$ cat config.mk
export PLATFORM = sky130hd
export DESIGN_NAME = fetch_unit
export DESIGN_NICKNAME = d
export VERILOG_FILES = /design/src/rtl/fetch_unit.sv
export SDC_FILE = /design/constraint.sdc
export NUM_CORES = 1
export LEC_CHECK = 0
export BUFFER_PORTS_ARGS = -buffer_cell sky130_fd_sc_hd__buf_2
export CAP_MARGIN = 10
export CORE_MARGIN = 2
export CORE_UTILIZATION = 50
export DETAILED_ROUTE_END_ITERATION = 16
export GPL_TIMING_DRIVEN = 1
export MAX_ROUTING_LAYER = met4
export PLACE_DENSITY = 0.76
export SETUP_SLACK_MARGIN = 0.05
export SYNTH_ARGS = -nofsm -noshare
export SYNTH_HDL_FRONTEND = slang
export SYNTH_SLANG_ARGS = --single-unit
$ cat constraint.sdc
create_clock -name clk -period 5.3 [get_ports clk]
set_clock_uncertainty 0.2 [all_clocks]
set_input_delay 0.265 -clock clk [delete_from_list [all_inputs] [get_ports clk]]
set_output_delay 0.265 -clock clk [all_outputs]
set_load 0.01 [all_outputs]
$ cat src/rtl/fetch_unit.sv
// fetch_unit: instruction fetch stage with one outstanding bus request and a single-entry output register
// Ports:
//   clk, reset                         clock, synchronous active-high reset
//   ireq_valid/ireq_addr               request to the instruction bus (address = pc)
//   iresp_addr_ok/iresp_data_ok/iresp_data   bus accept, response strobe, instruction word
//   redirect_valid/redirect_pc         flush and new target from later stages (highest priority)
//   out_valid/out_ready/out_instr/out_pc/out_exc   handshake to decode
// Build option: define FETCH_MISALIGN_CHECK_EN to turn a misaligned pc into an exception entry
// (nop instruction, out_exc=1) instead of a bus fetch.
module fetch_unit #(
   parameter logic [63:0] PC_RESET = 64'h8000_0000,
   parameter logic [63:0] PC_STEP  = 64'd4
) (
   input  logic        clk,
   input  logic        reset,
   output logic        ireq_valid,
   output logic [63:0] ireq_addr,
   input  logic        iresp_addr_ok,
   input  logic        iresp_data_ok,
   input  logic [31:0] iresp_data,
   input  logic        redirect_valid,
   input  logic [63:0] redirect_pc,
   output logic        out_valid,
   input  logic        out_ready,
   output logic [31:0] out_instr,
   output logic [63:0] out_pc,
   output logic        out_exc
);
   typedef enum logic [1:0] {FETCH, WAIT, HOLD, DISCARD} state_t;
   state_t      state_q, state_d;
   logic [63:0] pc_q, pc_d, pend_pc_q, pend_pc_d, out_pc_q, out_pc_d;
   logic        pend_v_q, pend_v_d, out_exc_q, out_exc_d;
   logic [31:0] out_instr_q, out_instr_d;
   logic        mis, req, cap;
`ifdef FETCH_MISALIGN_CHECK_EN
   assign mis = |pc_q[1:0];
`else
   assign mis = 1'b0;
`endif
   assign req = state_q == FETCH && !mis;
   // entering HOLD from anywhere else means a fresh entry is captured
   assign cap = state_d == HOLD && state_q != HOLD;
   always_ff @(posedge clk) begin
      if (reset) begin
         state_q     <= FETCH;
         pc_q        <= PC_RESET;
         pend_v_q    <= 1'b0;
         pend_pc_q   <= '0;
         out_instr_q <= '0;
         out_pc_q    <= '0;
         out_exc_q   <= 1'b0;
      end else begin
         state_q     <= state_d;
         pc_q        <= pc_d;
         pend_v_q    <= pend_v_d;
         pend_pc_q   <= pend_pc_d;
         out_instr_q <= out_instr_d;
         out_pc_q    <= out_pc_d;
         out_exc_q   <= out_exc_d;
      end
   end
   always_comb begin
      state_d = state_q;
      unique case (state_q)
         FETCH:
            if (mis) state_d = redirect_valid ? FETCH : HOLD;
            else if (iresp_addr_ok)
               // a redirect now or one parked earlier makes this response stale
               state_d = (redirect_valid || pend_v_q) ? (iresp_data_ok ? FETCH : DISCARD)
                                                      : (iresp_data_ok ? HOLD : WAIT);
         WAIT:
            if (redirect_valid) state_d = iresp_data_ok ? FETCH : DISCARD;
            else if (iresp_data_ok) state_d = HOLD;
         HOLD:
            if (redirect_valid || out_ready) state_d = FETCH;
         DISCARD:
            if (iresp_data_ok) state_d = FETCH;
      endcase
   end
   always_comb begin
      pc_d      = pc_q;
      pend_v_d  = pend_v_q;
      pend_pc_d = pend_pc_q;
      if (redirect_valid) begin
         // an unaccepted request must keep its address, so park the target
         if (req && !iresp_addr_ok) begin
            pend_v_d  = 1'b1;
            pend_pc_d = redirect_pc;
         end else begin
            pc_d     = redirect_pc;
            pend_v_d = 1'b0;
         end
      end else if (req && iresp_addr_ok && pend_v_q) begin
         pc_d     = pend_pc_q;
         pend_v_d = 1'b0;
      end else if (state_q == HOLD && out_ready) pc_d = pc_q + PC_STEP;
      out_instr_d = cap ? (mis ? 32'h0000_0013 : iresp_data) : out_instr_q;
      out_pc_d    = cap ? pc_q : out_pc_q;
      out_exc_d   = cap ? mis : out_exc_q;
   end
   always_comb begin
      ireq_valid = !reset && req;
      ireq_addr  = pc_q;
      out_valid  = !reset && state_q == HOLD;
      out_instr  = reset ? 32'h0 : out_instr_q;
      out_pc     = reset ? 64'h0 : out_pc_q;
      out_exc    = !reset && out_exc_q;
   end
endmodule
==> results by group <==
GRT
  – GR Util All Layers: 0.297
  – Initial antenna violation count: 1
  – Vias in the first global route: 11261
  – Total gr overflow: 0
  – Pin count of the biggest net entering global routing: 201
  – First-pass GRT wire length: 57700 um

Worst hold path
  – HP Class: in2reg

Placement
  – Port-buffer cells: 263
  – DP Wirelength: 22200 um
  – GPL Wtd Cong: 0.929
  – Area after DPL: 12800 um2
  – Inst Count DP: 1898
  – DP Worst Slack: 1910 ps

Synth
  – Seq/Total Area, Yosys: 0.396
  – Register bit count reported by yosys: 227
  – Post-synth ARST share: 0
  – Syn_nets: 1566
  – Count of different cell masters after synthesis: 70
  – Syn_area_per_cell: 7.84 um2
  – Number of synthesized flops with an enable pin: 0
  – Synthesized cell area: 11500 um2
  – Ys flop type: dfxtp_1
  – Mapped Cells: 1463
  – YS warnings: 0

Power
  – PwrDens: 314 nW/um2
  – Leakage Power: 0.00650 uW
  – Worst vdd ir: 0.251 mV

Clocking
  – Worst skew pair latency: 540 ps
  – Clk root buf: clkbuf_16
  – Hold_buf cts: 97
  – # H-tree levels: 1
  – Clock sink total: 227
  – CTS buffer count: 26
  – Post-CTS resize count: 0
  – Max clock buf depth: 3
  – Clock transition at the registers of the reported paths: 60 ps
  – Post-CTS Setup Bufs: 0
  – CTS tree: done

Finish
  – Non-Filler Instances: 2043
  – Final #Nets: 1841
  – Layout cells sized above 1: 0.193
  – Area Growth Syn to Fin: 28.4%
  – Design Area, Final: 14700 um2

Route
  – Iter 0 DRT Violations: 1181
  – Antenna viol nets, final: 0
  – Vias per cell: 5.88
  – Post-DR wirelength/cell: 17.9 um
  – TritonRoute pass-1 iters: 6
  – Final WL: 36500 um
  – Vias after detailed routing: 12013
  – DRC violations left: 0

Floorplanning
  – I/O Pins: 265
  – Die ar.: 24200 um2
  – Die span in x: 155 um
  – Row count: 55
  – Initial Utilization: 0.508
  – Core ar.: 22600 um2
  – Chip Height: 155 um

Timing
  – Final count of hold timing violations: 6
  – Final setup violation count: 0
  – Tmin final: 3520 ps
  – Final worst-path cycle share: 0.663
  – Final setup margin: 1780 ps
  – Fin Setup TNS: 0 ps
  – Actual slew at the worst max-slew pin: 1130 ps
  – Unrepaired setup endpoints after global routing: no
  – Fin. max-slew vios: 0
  – Hold_ws: -33.9 ps
  – Rel. slew slack: 0.247
  – Max Clk Rate: 284 MHz

Setup path
  – CP Launch Type: flip-flop
  – Crit-path max FO: 10
  – Critical Path Sink Type: flip-flop
  – Worst path required time: 5550 ps
  – Critical path's largest stage delay: 740 ps
  – Buf/Inv on CP: 0
  – Setup CP Type: reg2reg
  – CP max stage cell: or4_1
  – Critical Path AT: 3760 ps
  – CP Cell Sequence: ha_1 > nand2_1 > or4_1 > nor3_2 > nand4_1 > or4_1 > a31oi_1
  – Cell mode on critical path: or4_1
  – Delay-heaviest family, CP: simple AND/OR/NAND/NOR gates

Status
  – Failing checks: hold timing
  – Outcome: finished, violations left

Run
  – Maxcap violations: 0
final timing paths:
path	depth (start not counted)	to	startpoint	slack (ps)
max	7	ireq_addr[48]	ireq_addr[2]	1780
min	2	out_instr_q[5]	reset	-30
max reg2reg	7	ireq_addr[48]	ireq_addr[2]	1780
min reg2reg	2	pend_pc_q[35]	pend_pc_q[35]	250
registers in the layout, summed over array words and instances (netlist names):
register,cells
pend_pc_q,64
out_pc_q,64
pend_v_q,1
ireq_addr,64
out_instr_q,32
state_q,2
through the flow:
stage | utilization | hold slack [ps] | power, uW
2_1_floorplan | - | 144 | 2420
3_3_place_gp | 0.569 | 238 | 2660
3_5_place_dp | 0.569 | 243 | 2680
4_1_cts | 0.653 | 9.06 | 4610
5_1_grt | 0.653 | 30.8 | 4780
6_report | 0.653 | -33.9 | 4620
power breakdown:
| part | total [uW] | switching [uW] | internal (uW) |
|---|---|---|---|
| registers | 1960 | 140 | 1820 |
| logic | 769 | 433 | 336 |
| clock network | 1890 | 736 | 1160 |
| total | 4620 | 1310 | 3310 |
per-layer routing:
layer	vias up	global-route usage	routed length, um	part of all wire
li1	5712	-	-	-
met1	5639	0.372	15000	0.41
met2	557	0.486	17300	0.47
met3	105	0.0468	2750	0.075
met4	0	0.108	1440	0.039
met5	-	-	0	0
logic make-up after synthesis:
kind of cell,count (synthesis),synth area share
flops,227,0.396
xor+xnor,13,0.00993
buf+inv,133,0.0447
simple gates,644,0.267
compound gates,343,0.192
mux,101,0.0881
fa+ha+maj,1,0.00109
other cells,1,0.000327
cells in the final DEF (no fill, tap or decap), types with 11 or more instances in the layout:
cell type,n
clkbuf_16,26
a221o_1,16
nand4_1,16
nand2_1,201
o21ai_0,67
mux2i_1,101
buf_2,261
nor3_1,40
a22oi_1,11
o22ai_1,16
nor2_1,179
dfxtp_1,227
buf_4,13
a21oi_1,122
and3_1,15
nand3_1,27
nor2b_1,103
dlygate4sd3_1,97
a211oi_1,22
Yosys cell counts, types with 5 or more instances:
library cell	instances	area, um2
buf_1	14	52.6
nor2_1	180	676
o21ai_0	67	335
o221ai_1	9	78.8
o21a_1	8	60.1
a21oi_1	122	611
o2111ai_1	5	43.8
nor2b_1	103	644
nand3_1	27	135
or4_1	7	52.6
a22oi_1	11	82.6
xor2_1	6	52.6
a221o_1	16	160
nor3_1	40	200
mux2i_1	101	1010
a211oi_1	22	165
a31oi_1	9	56.3
o22ai_1	16	100
o211ai_1	6	45.0
a21o_1	5	37.5
dfxtp_1	227	4540
and3_1	15	93.8
xnor2_1	7	61.3
nand2_1	202	758
nand4_1	16	100
nand2b_1	10	62.6
or2_2	5	31.3
nor4_1	7	43.8
or3_1	6	37.5
a211o_1	8	70.1
clkbuf_1	104	390
buf_2	8	40.0
nor3b_1	5	37.5
o32a_1	6	60.1
area by class of cell:
cell class	instances	area (um2)
timing repair buffer	374	2430
fill	1842	7840
clock buffer	38	776
sequential	227	4540
antenna	1	2.50
multi-input combinational	1103	6470
tap	285	357
inverter	6	22.5
clock inverter	9	134
Note: power is estimated with default switching activity, not from simulation.
